**src/rtl/fifo_pkg.sv**
```systemverilog
// Shared constants and helpers for the async FIFO read-side packer.
// Optional feature macro: RD_PACK_TIMEOUT_EN (enables partial-beat flush).
package fifo_pkg;

  function automatic int clog2(input int v);
    int r;
    r = 0;
    for (int i = 0; i < 31; i++)
      if ((1 << i) < v) r = i + 1;
    return (r < 1) ? 1 : r;
  endfunction

  localparam int DATA_WIDTH_DEF = 8;
  localparam int RATIO_DEF      = 4;
  localparam int TIMEOUT_DEF    = 16;
  localparam int LCW            = clog2(RATIO_DEF);

endpackage

```
**src/rtl/rd_pack_timer.sv**
```systemverilog
// Idle counter for the read packer; saturates at TIMEOUT-1.
// Used only when RD_PACK_TIMEOUT_EN is defined.
module rd_pack_timer
  import fifo_pkg::*;
#(
  parameter int TIMEOUT = TIMEOUT_DEF
) (
  input  logic rclk,
  input  logic rrst,
  input  logic clr,
  input  logic en,
  output logic expire
);

  localparam int TW = clog2(TIMEOUT + 1);

  logic [TW-1:0] idle;

  assign expire = (idle == TW'(TIMEOUT - 1));

  // count idle cycles, hold once expired until cleared
  always_ff @(posedge rclk) begin
    if (rrst || clr)
      idle <= '0;
    else if (en && !expire)
      idle <= idle + 1'b1;
  end

endmodule

```
**src/rtl/fifo_rd_packer.sv**
```systemverilog
// Pops FIFO words and packs RATIO of them into one valid/ready beat.
// Optional feature macro: RD_PACK_TIMEOUT_EN (flush partial beat on idle).
module fifo_rd_packer
  import fifo_pkg::*;
#(
  parameter int data_width = DATA_WIDTH_DEF,
  parameter int RATIO      = RATIO_DEF,
  parameter int TIMEOUT    = TIMEOUT_DEF
) (
  input  logic                        rclk,
  input  logic                        rrst,
  input  logic                        rempty,
  input  logic [data_width-1:0]       rdata,
  output logic                        rinc,
  output logic [data_width*RATIO-1:0] m_data,
  output logic [RATIO-1:0]            m_keep,
  output logic                        m_valid,
  input  logic                        m_ready
);

  localparam int LW = clog2(RATIO);
  localparam logic [LW-1:0] LAST = LW'(RATIO - 1);

  if (RATIO < 2 || TIMEOUT < 1) begin : g_bad_param
    $error("fifo_rd_packer: RATIO >= 2 and TIMEOUT >= 1 required");
  end

  logic [LW-1:0] cnt;
  logic [RATIO-1:0][data_width-1:0] acc;
  logic [RATIO-1:0][data_width-1:0] full_beat;
  logic [RATIO-1:0][data_width-1:0] part_beat;
  logic [RATIO-1:0] part_keep;
  logic last;
  logic slot_free;
  logic stall;
  logic pop;
  logic flush;

  assign last      = (cnt == LAST);
  assign slot_free = !m_valid || m_ready;
  assign stall     = last && m_valid && !m_ready;
  assign pop       = !rrst && !rempty && !stall;
  assign rinc      = pop;

  // candidate beats: completed (with head word) and zero-padded partial
  always_comb begin
    full_beat      = acc;
    full_beat[cnt] = rdata;
    part_beat      = '0;
    part_keep      = '0;
    for (int i = 0; i < RATIO; i++) begin
      if (i < int'(cnt)) begin
        part_beat[i] = acc[i];
        part_keep[i] = 1'b1;
      end
    end
  end

`ifdef RD_PACK_TIMEOUT_EN
  logic expire;

  rd_pack_timer #(
    .TIMEOUT (TIMEOUT)
  ) u_timer (
    .rclk   (rclk),
    .rrst   (rrst),
    .clr    (pop || flush),
    .en     ((cnt != '0) && !pop),
    .expire (expire)
  );

  assign flush = expire && slot_free && !pop && (cnt != '0);
`else
  assign flush = 1'b0;
`endif

  // accumulator lanes and lane counter
  always_ff @(posedge rclk) begin
    if (rrst) begin
      cnt <= '0;
      acc <= '0;
    end else if (pop) begin
      acc[cnt] <= rdata;
      cnt      <= last ? '0 : cnt + 1'b1;
    end else if (flush) begin
      cnt <= '0;
    end
  end

  // output slot: load on completion or flush, drop after handshake
  always_ff @(posedge rclk) begin
    if (rrst) begin
      m_valid <= 1'b0;
      m_data  <= '0;
      m_keep  <= '0;
    end else if (pop && last) begin
      m_valid <= 1'b1;
      m_data  <= full_beat;
      m_keep  <= '1;
    end else if (flush) begin
      m_valid <= 1'b1;
      m_data  <= part_beat;
      m_keep  <= part_keep;
    end else if (m_ready) begin
      m_valid <= 1'b0;
    end
  end

endmodule

```
**config.mk**
```make
export PLATFORM = sky130hd
export DESIGN_NAME = fifo_rd_packer
export DESIGN_NICKNAME = d
export VERILOG_FILES = /design/src/rtl/fifo_pkg.sv /design/src/rtl/rd_pack_timer.sv /design/src/rtl/fifo_rd_packer.sv
export SDC_FILE = /design/constraint.sdc
export NUM_CORES = 1
export LEC_CHECK = 0
export CAP_MARGIN = 20
export CORE_ASPECT_RATIO = 1.75
export CORE_MARGIN = 3
export CORE_UTILIZATION = 54
export DETAILED_ROUTE_END_ITERATION = 12
export PLACE_DENSITY = 0.82
export SYNTH_ARGS = -nofsm -noshare
export SYNTH_HDL_FRONTEND = slang
export SYNTH_HIERARCHICAL = 1
export SYNTH_SLANG_ARGS = --single-unit
```
**constraint.sdc**
```tcl
create_clock -name rclk -period 3.81 [get_ports rclk]
set_input_delay 0.5715 -clock rclk [delete_from_list [all_inputs] [get_ports rclk]]
set_output_delay 0.5715 -clock rclk [all_outputs]
set_load 0.01 [all_outputs]
```
* After elaboration in Yosys (flattened, before gate mapping)
Index checks and enable logic that the tools add are counted.
Word-level totals: register bits after elaboration 68, input bits 12, output and inout bits 38, logic and storage cells 29
Cells by class: add/sub/neg operators 1, order comparisons 2, equality and inequality tests 1, mux-type cells 6, reductions and logical operators 11
Operators with widths (count):
- 32-bit bitwise mux | 1
- 8-bit demux with 2-bit select | 1
- 8-bit two-way mux | 1
- 1-bit logical AND | 6
- 1-bit zero test | 4
- 2-bit by 3-bit < comparator with 1-bit output (second input constant) | 1
- 2-bit by 1-bit adder with 2-bit output (second input constant) | 1
- 2-bit equality test (second input constant) | 1
- 2-bit by 1-bit greater-or-equal comparator with 1-bit output (second input constant) | 1
- 1-bit two-way mux | 2
- 2-bit two-way mux | 1
- 2-bit nonzero test | 1

* Logic depth before layout (Yosys ltp)
Gate-level depths: netlist (run 1).
depth after elaboration 7, mapped depth 6, mapped depth without buffers 5

* Least setup slack after synthesis (run 1)
OpenSTA, ideal clock, no wires.
kind input to output, start point input port m_ready, end point output port rinc, arrival 1222 ps, slack 2016 ps, stages 3, cell sequence and3b_1 -> buf_2 -> nor3_1
On the way: cells in the longest elaborated chain, start to end 4
RTL lines:
- start: declaration | RTL line fifo_rd_packer.sv:18 | input logic m_ready
- 1-bit zero test | RTL line fifo_rd_packer.sv:41 | assign stall = last && m_valid && !m_ready;
- 1-bit logical AND | RTL line fifo_rd_packer.sv:41
- 1-bit zero test | RTL line fifo_rd_packer.sv:42 | assign pop = !rrst && !rempty && !stall;
- 1-bit logical AND | RTL line fifo_rd_packer.sv:42
- end: declaration | RTL line fifo_rd_packer.sv:14 | output logic rinc,
Every way passes these cells.

* Worst setup path in the final report (run 1)
start point input port rempty, end point output port rinc
On the way: cells in the longest elaborated chain, start to end 3
RTL lines:
- start: declaration | RTL line fifo_rd_packer.sv:12 | input logic rempty,
- 1-bit zero test | RTL line fifo_rd_packer.sv:42
- 1-bit logical AND (2 in a row) | RTL line fifo_rd_packer.sv:42
Every way passes these cells.

==> results of run 1 <==
path summary, 6_finish.rpt:
kind | to | start | cells past startpoint
max | rinc | rempty | 3
max reg2reg | m_data[17] | cnt[0] | 5
min reg2reg | m_data[24] | m_data[24] | 2
min | m_data[24] | m_data[24] | 2
worst max-delay path, delay by kind of cell:
kind          cells  cell delay (ns)
buf+inv           2             1.30
simple gates      1             0.44
area by class of cell:
class                           count  area, um2  area share
Multi-Input combinational cell    190       1380       0.405
Sequential cell                    60       1200       0.353
Timing Repair Buffer               53        515       0.152
Clock buffer                       11        141      0.0416
Clock inverter                      5       75.1      0.0221
Tap cell                           54       67.6      0.0199
Inverter                            6       22.5     0.00662
cells in the final DEF, fill, tap and decap left out, types with 6 or more instances in the layout:
master / netlist / final
dfxtp_1: 60 / 60
clkdlybuf4s50_1: 0 / 48
nand2_1: 34 / 34
nand3_1: 33 / 33
a21oi_1: 25 / 25
mux2i_1: 24 / 24
a211oi_2: 23 / 23
o311ai_1: 17 / 17
clkbuf_8: 0 / 10
o21ai_1: 8 / 8
o311ai_0: 7 / 7
inv_1: 6 / 6
metrics by stage:
| stage | setup WS [ns] | power (uW) |
|---|---|---|
| after global routing | 0.879 | 1520 |
| after CTS | 0.948 | 1470 |
| final | 0.920 | 1460 |
| after global placement | 0.977 | 845 |
| after detailed placement | 0.955 | 849 |
| after floorplan | 2.02 | 794 |
layer usage:
layer | vias up | track usage
met3 | 17 | 0.0421
met4 | 0 | 0.109
met2 | 77 | 0.402
met5 | - | 0
met1 | 1131 | 0.286
li1 | 1129 | -
registers in the layout, summed over array words and instances (netlist names):
| name | count |
|---|---|
| m_keep | 1 |
| m_data | 32 |
| cnt | 2 |
| acc | 24 |
| m_valid | 1 |
logic make-up (layout without fill, tap and decap cells):
group | Yosys count | in the layout | synth area share
DFF | 60 | 60 | 0.426
muxes | 24 | 24 | 0.0853
AOI/OAI and AO/OA | 84 | 84 | 0.246
adders and majority gates | 4 | 4 | 0.0178
and+or+nand+nor | 78 | 78 | 0.140
buffers and inverters | 40 | 75 | 0.0840
power breakdown:
| group | switching (uW) | total (uW) | internal (uW) |
|---|---|---|---|
| clock | 245 | 628 | 383 |
| combinational | 105 | 174 | 69.5 |
| sequential | 12.0 | 662 | 650 |
| total | 362 | 1460 | 1100 |
==> impl.org, run 1 <==
** Status
- The run finished with clean final reports.

** Placed design
- Routability-driven placement finished with a final weighted congestion of 0.818.
- After detailed placement, the design holds a cell count of 363.
- Detailed-placement wirelength estimate :: 4220 um
- The count of buffers added on input and output ports is 49.
- After detailed placement, the total cell area comes to 0.00319 mm2.

** Detailed routing
- Number of DRC violations after detailed routing :: 0
- Before antenna repair, the detailed router went through 5 iterations.
- For this block, the routed nets add up to 6660 um of wire.
- Routed met2 length :: 3490 um
- Wl on met1 :: 2640 um
- Detail-routed net length per standard cell :: 17.6 um
- Total met3 wirelength after detailed routing :: 347 um
- Initial DRC count :: approximately 130
- In the routed layout, each cell is associated on average with a via count of 6.21.
- Number of nets with antenna violations after routing :: 0
- The final route contains 2354 vias.
- Signal routing reaches up to met4.

** Clock tree
- For this design, the CTS-stage hold fixing added 0 buffers.
- Number of buffers inserted by post-CTS setup repair :: 0
- Clk pin slew, worst setup/hold paths :: 0.06 ns
- Clock Sinks :: 60
- Resized Gates After CTS :: 0
- Maximum count of clock buffers along a single path :: 2
- TritonCTS clock tree :: built
- Num CTS Buffers :: 9
- The H-tree was split into 3 levels.
- Clock tree synthesis selected as its root buffer the cell clkbuf_8.
- Later-pin clock latency in the skew report :: 0.35 ns

** Worst setup path
- At the worst endpoint, the required time is 3.24 ns.
- The largest single stage delay on the critical path is about 0.67 ns.
- Data arrives at the worst endpoint at 2.32 ns.
- In this run the register-to-register setup slack is 1.76 ns.
- Along the worst path, the maximum fanout reaches 12.
- STA classifies the critical path endpoint as an output pin.
- The cell that appears most often on the critical path is clkdlybuf4s50_1.
- On the critical path, the stage with the largest delay is an instance of clkdlybuf4s50_1.
- STA classifies the critical path startpoint as an input port.
- The setup path with the least slack is of type in2out.
- Traced cell by cell, the critical path runs through clkdlybuf4s50_1 > nor3_1 > clkdlybuf4s50_1.

** Global routing
- For this run, the total global-route usage over all layers was measured as 0.238.
- Entering global routing, the biggest net connects 36 pins.
- The number of global-route vias before repair came to 2293.
- Total overflow reported by the global router :: 0
- The first global-routing pass estimated between 10000 and 15000 um of wire.
- The number of antenna violations at the first check in global routing came to 0.

** Synthesis
- Number of library cell types mapped by synthesis :: 26
- Counting flops and latches in the post-synthesis netlist gives 60.
- FFs w/ async S/R, synth :: 0
- After synthesis the cells add up to roughly 0.0028 mm2.
- Of the post-synthesis cell area, the dominant cell type holds 0.426.
- Cell with the most instances after synthesis :: dfxtp_1
- Synth cell count leaders :: dfxtp_1, nand2_1, nand3_1
- Area contributors post-synth :: dfxtp_1, a211oi_2, mux2i_1
- Number of instances in the synthesized netlist :: just under 300
- Sequential cell area fraction in the yosys report :: 0.426
- A synthesized cell averages 9.71 um2.
- Number of warnings reported in the yosys synthesis log :: 6
- In this run, synthesis inferred 0 flip-flops with an integrated enable.
- The number of nets in the synthesized netlist is 306.
- In the synthesized netlist the dominant register cell turns out to be dfxtp_1.
- Cell accounting for the most synthesized area :: dfxtp_1

** Finish
- The finished layout holds 379 standard cells, fillers aside.
- Of the cells placed in the final design, the portion with a size suffix greater than 1 is 0.148.
- Final design area excluding fillers :: around 0.0034 mm2
- Filler instances :: 414
- Final net count :: 336
- At the end of the flow the core is filled with cells to 0.678.
- Area growth, synth to finish :: 20.8%
- The number of antenna diodes in the final layout is 0.

** Timing
- Setup violations remaining at the end of the flow were counted as 0.
- Hold is met by 0.447 ns.
- In the final timing run, aggregate negative setup slack is 0 ns.
- RSZ-0062 raised after global routing :: no
- Worst relative slew slack :: 0.326
- For the pin with the worst max-slew slack, the measured transition is 1.01 ns.
- Number of max-slew violations in the final report :: 0
- Final setup skew :: 0.00556 ns
- Counting I/O delays and the setup requirement, the final critical path takes 2.89 ns.
- Total count of hold-check failures in the final report :: 0
- Based on the critical path, the design can be clocked at up to 0.346 GHz.
- Portion of the clock cycle consumed by the worst path in the final layout :: 0.759

** Floorplan
- 50 I/O pins were placed.
- The die covers 0.00615 mm2.
- Standard-cell row count :: 34
- The floorplan step set the die height to 102 um.
- Effective utilization at floorplan :: 0.561
- Core Footprint :: 0.00502 mm2
- Measured along the x axis, the die boundary spans 60.6 um.

** Pwr
- In this run the power density over the cells is about 430 mW/mm2.
- Leakage Power :: ~0.0013 uW
- Across the VDD grid, the largest voltage drop is 401 uV.

** Flow run
- Max-cap violations :: 0

** Hold path
- In this run the worst hold path is classified as reg2reg.
Power figures use the tool's default switching activity.
==> run 2: changes to the inputs <==
Settings changed: CORE_UTILIZATION 54 to 47, PLACE_DENSITY 0.82 to 0.75.
Clock period 3.81 ns to 2.4 ns, I/O delays scaled along.
==> run 2 against run 1 <==
Combinational power rose by 67%. Sequential power up 59%. Setup slack lost 0.81 ns. Largest power group unchanged. Critical endpoint unchanged. Clock skew is 0.00071 ns higher. Global-route usage fell by 2.4 points.
==> impl.org, run 2 (synthesis results as in run 1) <==
** Status
- Run status :: finished, final reports clean

** Timing
- Timing would allow up to 0.437 GHz.
- The largest clock skew in the final design is 0.00627 ns (+0.000707 ns).
- The final hold violation count was 0 (unchanged).
- Of the available clock period, the critical path in the final layout requires 0.954.
- The smallest clock period supported by the final layout is computed as 2.29 ns.
- Number of max-slew violations in the final report :: 0 (unchanged)
- Setup repair after global routing left no endpoint under its margin.
- The final setup violation count was 0 (unchanged).
- Worst relative slew slack :: 0.660 (+0.334)
- Slew at the pin closest to its max-slew limit :: 0.508 ns (-0.502 ns)
- The total negative slack came to 0 ns (unchanged).

** Detailed routing
- The number of remaining DRC errors came to 0 (unchanged).
- The via density per instance was 5.74 (-7.5%).
- Detailed-route via count :: 2361 (+0.30%)
- Initial DRC count :: 110 (-13%)
- The routed wire length came to 6800 um (+2.0%).
- The count of TritonRoute iterations in the first routing pass came to 4 (-1).
- The mean routed wirelength per cell was 16.5 um (-5.9%).
- Number of nets with antenna violations after routing :: 0 (unchanged)

** Worst setup path
- Crit. path cell count :: 4 (+1)
- Stage delay of the slowest cell on the critical path :: 0.58 ns (-0.09 ns)
- For this design, the slowest cell found on the critical path is clkdlybuf4s50_1.
- The buffers plus inverters on the worst setup path is 1 (-1).
- STA classifies the critical path endpoint as an output pin.
- The data required time at the worst endpoint is 2.04 ns (-1.20 ns).
- Type of the setup path with the least slack :: reg2out
- STA classifies the critical path startpoint as a register.
- The critical path arrival came to 1.93 ns (-0.39 ns).
- Critical R2R Capture :: acc[13]
- Worst-path maximum fanout :: 5 (-7)
- Among cell families on the critical path, the largest total delay comes from buffers and inverters.
- Worst r2r path cells :: 5 (unchanged)
- The slack of the worst reg-to-reg path is 0.81 ns (-0.95 ns).
- Worst-path cell chain :: ha_1 > and3b_1 > nor3_1 > clkdlybuf4s50_1
- Source of the worst register-to-register timing path :: cnt[0]

** Finish
- Final design area excluding fillers :: 0.00352 mm2 (+3.6%)
- Final net count :: 346 (+3.0%)
- Compared with the post-synthesis result, the final layout area differs by 25.1%.
- m_data holds more flip-flops than any other register.
- The antenna diode count was 0 (unchanged).
- The largest registers in the layout are m_data: 32 flops, acc: 24 flops, cnt: 2 flops.
- The fraction of final layout cells sized beyond drive strength 1 was 0.176 (+0.0284).
- Fraction of the core area covered by cells at the end of the flow :: 0.621 (-0.0569)
- Filler instances :: 515 (+24%)
- Most common cell after layout, fill and taps aside :: dfxtp_1
- Leaving out fill and tap cells, the most frequent cells in the layout are dfxtp_1, clkdlybuf4s50_1, nand2_1.
- The flip-flop count of the largest register after layout was 32 (unchanged).

** Clock tree
- TritonCTS clock tree :: built
- Clock Sinks :: 60 (unchanged)
- Number of levels in the clock H-tree :: 3 (unchanged)
- Root Buffer :: clkbuf_8
- The number of buffers inserted during clock tree synthesis came to 9 (unchanged).
- The clock latency on the worst-skew pair came to 0.33 ns (-0.02 ns).
- The maximum number of buffers from clock root to sink came to 2 (unchanged).
- The number of resized instances in the post-cts repair step was 0 (unchanged).
- Number of buffers inserted by post-CTS setup repair :: 0 (unchanged)
- Cts-stage hold buffer count :: 0 (unchanged)
- Clk pin slew, worst setup/hold paths :: 0.07 ns (about the same)

** Pwr
- The internal power component came to 1820 uW (+65%).
- Sequential cell fraction of total power :: 0.440 (-0.012)
- Part of the total power dissipated in the clock network :: 0.439 (+0.010)
- Switching power :: 572 uW (+58%)
- Switching share of total power :: 0.239 (-0.00837)
- Share of total power in combinational logic :: 0.121 (+0.002)
- The maximum vdd ir drop is 409 uV (+2.1%).
- Leakage Power :: 0.00131 uW (+4.6%)
- The total power divided by cell area is 679 mW/mm2 (+58%).

** Global routing
- Vias in the first global route :: 2407 (+5.0%)
- All-Layer GR Usage :: 0.214 (-0.0244)
- The number of antenna violations at the first check in global routing is 0 (unchanged).
- Wire length of the first global-routing pass :: 11700 um (+6.1%)
- Total overflow reported by the global router :: 0 (unchanged)
- The maximum number of pins on one net before global-route repair is 34 (-5.6%).

** Hold path
- End point of the worst hold path :: m_data[29]
- Number of cells traversed by the worst hold path :: 2 (unchanged)
- The worst hold path begins at m_data[29].
- The worst hold path belongs to the class reg2reg.

** Floorplan
- Boundary pin count :: 50 (unchanged)
- The vertical die dimension came to 108 um (+6.8%).
- The starting density of the core was 0.496 (-0.0648).
- Core Footprint :: 0.00568 mm2 (+13%)
- Die W :: 64.5 um (+6.5%)
- The number of standard-cell rows in the floorplan is 36 (+5.9%).
- The area of the die was 0.00699 mm2 (+14%).

** Placed design
- IO buf count :: 49 (unchanged)
- The final weighted congestion of routability-driven global placement came to 0.755 (-7.7%).
- The placed standard-cell area is 0.00329 mm2 (+3.2%).
- Detailed-placement wirelength estimate :: 4530 um (+7.2%)

** Flow run
- The total of max-cap violations is 0 (unchanged).
-- run 2: cell type report --
type,count,area (um2),share of cell area
tap,76,95.1,0.0270
timing repair buffer,63,591,0.168
clock buffer,12,165,0.0469
multi-input combinational,190,1380,0.391
clock inverter,4,70.1,0.0199
sequential,60,1200,0.341
inverter,6,22.5,0.00639
-- run 2: per-layer routing --
layer / routed length (um) / track usage
met5: 0 / 0
met4: 112 / 0.0983
met3: 215 / 0.0291
met2: 3680 / 0.389
met1: 2790 / 0.243
-- run 2: how the worst max path moves through the flow --
stage,slack [ns],endpoint,from
2_1_floorplan,0.83,rinc,cnt[0]
3_3_place_gp,0.24,rinc,m_ready
3_5_place_dp,0.19,rinc,m_ready
4_1_cts,0.08,rinc,cnt[0]
5_1_grt,0.003,rinc,cnt[0]
6_report,0.11,rinc,cnt[0]
-- run 2: per-stage QoR --
step / hold WS (ns) / power, uW / setup slack [ns] / cells
after floorplan: 0.442 / 1260 / 0.825 / 290
after global placement: 0.436 / 1360 / 0.244 / 395
after detailed placement: 0.444 / 1360 / 0.194 / 395
after CTS: 0.453 / 2410 / 0.0809 / 411
after global routing: 0.478 / 2480 / 0.00284 / 411
final: 0.451 / 2390 / 0.111 / 411
-- run 2: power groups by stage --
stage,Clock [uW],Sequential [uW],Combinational (uW)
after floorplan,0,1070,187
after global placement,0,1070,285
after detailed placement,0,1070,288
after CTS,1070,1050,291
after global routing,1110,1060,317
final,1050,1050,290
-- run 2: worst reg2reg max path: stages (launching register included) --
cell and delay, ns:
dfxtp_1 0.35, ha_1 0.27, and3b_1 0.20, buf_4 0.22
o311ai_0 0.33, nand2_1 0.09
==> run 3: changes to the inputs <==
Settings changed: CORE_UTILIZATION 47 to 54, MAX_ROUTING_LAYER set to met4, PLACE_DENSITY 0.75 to 0.82, SLEW_MARGIN set to 10.
Clock period 2.4 ns to 2.9 ns, I/O delays scaled along.
==> run 3 against run 2 <==
Register-to-register slack gained 0.25 ns. Flip-flop and latch count unchanged. Die area decreased by 12%. Core utilization is 5.5 points higher. Setup slack better by 0.27 ns. Power down 25%. Final area decreased by 3.7%. Combinational power is 21% lower. Hold slack worse by 0.0055 ns. Clock power is 35% lower. Critical endpoint unchanged. Highest routed layer unchanged.
==> impl.org, run 3 (synthesis results as in run 1) <==
** Pwr
- Worst ir drop on vdd :: 394 uV (-3.8%)
- The total power divided by cell area came to 526 mW/mm2 (-22%).
- Leakage Power :: 0.00124 uW (-5.0%)

** Worst setup path
- The instance count on the critical path is 4 (unchanged).
- STA classifies the critical path startpoint as a register.
- Type of element capturing the critical path :: output pin
- Walking the worst path, the cells encountered are ha_1 > and3b_1 > nor3_1 > clkdlybuf4s50_1.
- Flop2flop setup slack :: 1.06 ns (+0.25 ns)
- Worst Setup EP :: rinc
- Slowest cell on the critical path :: clkdlybuf4s50_1
- The buffers plus inverters on the worst setup path came to 1 (unchanged).
- The highest fanout seen on the critical path came to 5 (unchanged).
- Required @ worst endpoint :: 2.47 ns (+0.43 ns)
- The depth of the most critical reg-to-reg path is 5 (unchanged).
- Critical R2R Capture :: acc[13]
- The largest stage delay on the critical path is 0.62 ns (+0.04 ns).
- Critical path launch point :: cnt[0]
- The kind of cell with the highest combined delay along the critical path is buffers and inverters.
- Source of the worst register-to-register timing path :: cnt[1]
- The critical path is of the reg2out type.
- Endpoint arrival time on the critical path :: 2.09 ns (+0.16 ns)

** Timing
- Final setup skew :: 0.00533 ns (-0.000939 ns)
- Slew at the pin closest to its max-slew limit :: 1.02 ns (+0.509 ns)
- Time the worst path needs with I/O delays and setup :: 2.52 ns
- Post-layout worst setup margin :: 0.378 ns (+0.267 ns)
- Final setup viols :: 0 (unchanged)
- Setup_tns :: 0 ns (unchanged)
- The worst slew slack as a fraction of its limit came to 0.321 (-0.338).
- The final hold violation count came to 0 (unchanged).
- The number of max-slew violations in the final report came to 0 (unchanged).
- Setup repair after global routing left no endpoint under its margin.
- In the finished design, the share of the clock period the worst path needs comes to 0.870.
- FMAX :: 0.396 GHz

** Floorplan
- Boundary pin count :: 50 (unchanged)
- The number of standard-cell rows in the floorplan was 34 (-5.6%).
- The starting density of the core was 0.561 (+0.0648).
- Die W :: 60.6 um (-6.1%)
- The area of the die came to 0.00615 mm2 (-12%).
- The vertical die dimension came to 102 um (-6.3%).
- Core Footprint :: 0.00502 mm2 (-12%)

** Placed design
- Detailed-placement wirelength estimate :: 4260 um (-6.0%)
- The number of placed instances, taps included came to 365 (-7.6%).
- The total of buffers placed on input and output ports came to 49 (unchanged).
- The setup slack at placement was 0.437 ns (+0.243 ns).
- The final weighted congestion of routability-driven global placement came to 0.761 (+0.78%).
- The placed standard-cell area was 0.00321 mm2 (-2.3%).

** Clock tree
- Maximum count of clock buffers along a single path :: 2 (unchanged)
- Root Buffer :: clkbuf_8
- The clock input transition at the sequential cells of the worst setup and hold paths was 0.06 ns (about the same).
- TritonCTS built the clock tree.
- The total of hold buffers inserted after clock tree synthesis was 0 (unchanged).
- Number of levels in the clock H-tree :: 3 (unchanged)
- The buffer count from post-CTS setup fixing was 0 (unchanged).
- Resized Gates After CTS :: 0 (unchanged)
- Clock Sinks :: 60 (unchanged)
- Num CTS Buffers :: 9 (unchanged)
- The clock latency on the worst-skew pair came to 0.33 ns (about the same).

** Finish
- The register with the most flip-flops in the final layout is m_data.
- The final instance area came to 0.00339 mm2 (-3.7%).
- Final non-filler cell total :: 381 (-7.3%)
- The final net count was 338 (-2.3%).
- Diode insertion count for antenna repair :: 0 (unchanged)
- Most common cell after layout, fill and taps aside :: dfxtp_1
- Commonest cells after routing, fill and taps aside :: dfxtp_1, clkdlybuf4s50_1, nand2_1
- Flip-flop count of the largest register after layout :: 32 (unchanged)
- From synthesis to final layout, the design area changed by 20.5%.
- The fraction of final layout cells sized beyond drive strength 1 is 0.147 (-0.0293).
- The largest registers in the layout are m_data: 32 flops, acc: 24 flops, cnt: 2 flops.

** Global routing
- All-Layer GR Usage :: 0.250 (+0.0356)
- Number of antenna violations at the first check in global routing :: 0 (unchanged)
- The wire length of the first global-routing pass came to 11200 um (-3.9%).
- The final global-route overflow total came to 0 (unchanged).
- The maximum number of pins on one net before global-route repair came to 35 (+2.9%).
- Vias in the first global route :: 2290 (-4.9%)

** Flow run
- Max-cap violations :: 0 (unchanged)

** Status
- The run finished with clean final reports.

** Detailed routing
- The routed wire length is 6700 um (-1.4%).
- The mean routed wirelength per cell is 17.6 um (+6.4%).
- The number of remaining DRC errors came to 0 (unchanged).
- Mean number of vias per cell :: 6.12 (+6.5%)
- The detailed-route via count came to 2330 (-1.3%).
- The number of DRC markers after the initial detailed-route iteration is 74 (-33%).
- The count of TritonRoute iterations in the first routing pass is 5 (+1).
- Number of nets with antenna violations after routing :: 0 (unchanged)

** Hold path
- Worst hold path type :: reg2reg
run 3: cell count changes in the layout (fill, tap and decap cells not counted):
cell and change:
clkbuf_1 +3, bufinv_16 -2, buf_12 +1, clkinv_2 -1
buf_4 -9
run 3: layer usage:
layer	up-vias	track usage	routed length [um]
met5	-	-	0
met4	0	0.0968	80
met2	68	0.397	3560
met1	1124	0.296	2740
li1	1131	-	-
met3	7	0.0651	315
run 3: layout make-up:
| type | count | area (um2) |
|---|---|---|
| sequential | 60 | 1200 |
| clock inverter | 1 | 5.00 |
| inverter | 6 | 22.5 |
| timing repair buffer | 55 | 543 |
| fill | 405 | 1630 |
| clock buffer | 15 | 176 |
| multi-input combinational | 190 | 1380 |
| tap | 54 | 67.6 |
run 3: how the worst min path moves through the flow:
stage / to / from / depth (start not counted) / slack, ns
6_report: m_data[31] / m_data[31] / 2 / 0.45
5_1_grt: m_data[31] / m_data[31] / 2 / 0.47
4_1_cts: m_data[31] / m_data[31] / 2 / 0.45
3_5_place_dp: m_data[31] / m_data[31] / 2 / 0.44
3_3_place_gp: m_data[31] / m_data[31] / 2 / 0.43
2_1_floorplan: acc[0] / acc[0] / 2 / 0.44
run 3: power by group:
| group | internal (uW) | leakage, uW | switching, uW | total (uW) |
|---|---|---|---|---|
| Combinational | 92.6 | 0.000664 | 137 | 230 |
| Clock | 380 | 0.0000937 | 306 | 686 |
| Sequential | 854 | 0.000486 | 16.1 | 870 |
run 3: worst reg2reg max path: cells and delay by family (launching register included):
kind / cells / cell delay (ns)
AO/OA/AOI/OAI: 1 / 0.42
adder cells (fa/ha/maj): 1 / 0.50
flip-flops: 1 / 0.33
AND/OR/NAND/NOR: 1 / 0.09
buffers and inverters: 2 / 0.37
run 3: metrics by stage:
stage	util	power (uW)	hold slack [ns]
2_1_floorplan	-	1040	0.442
3_3_place_gp	0.640	1110	0.435
3_5_place_dp	0.640	1120	0.440
4_1_cts	0.676	1800	0.449
5_1_grt	0.676	1860	0.465
6_report	0.676	1790	0.445
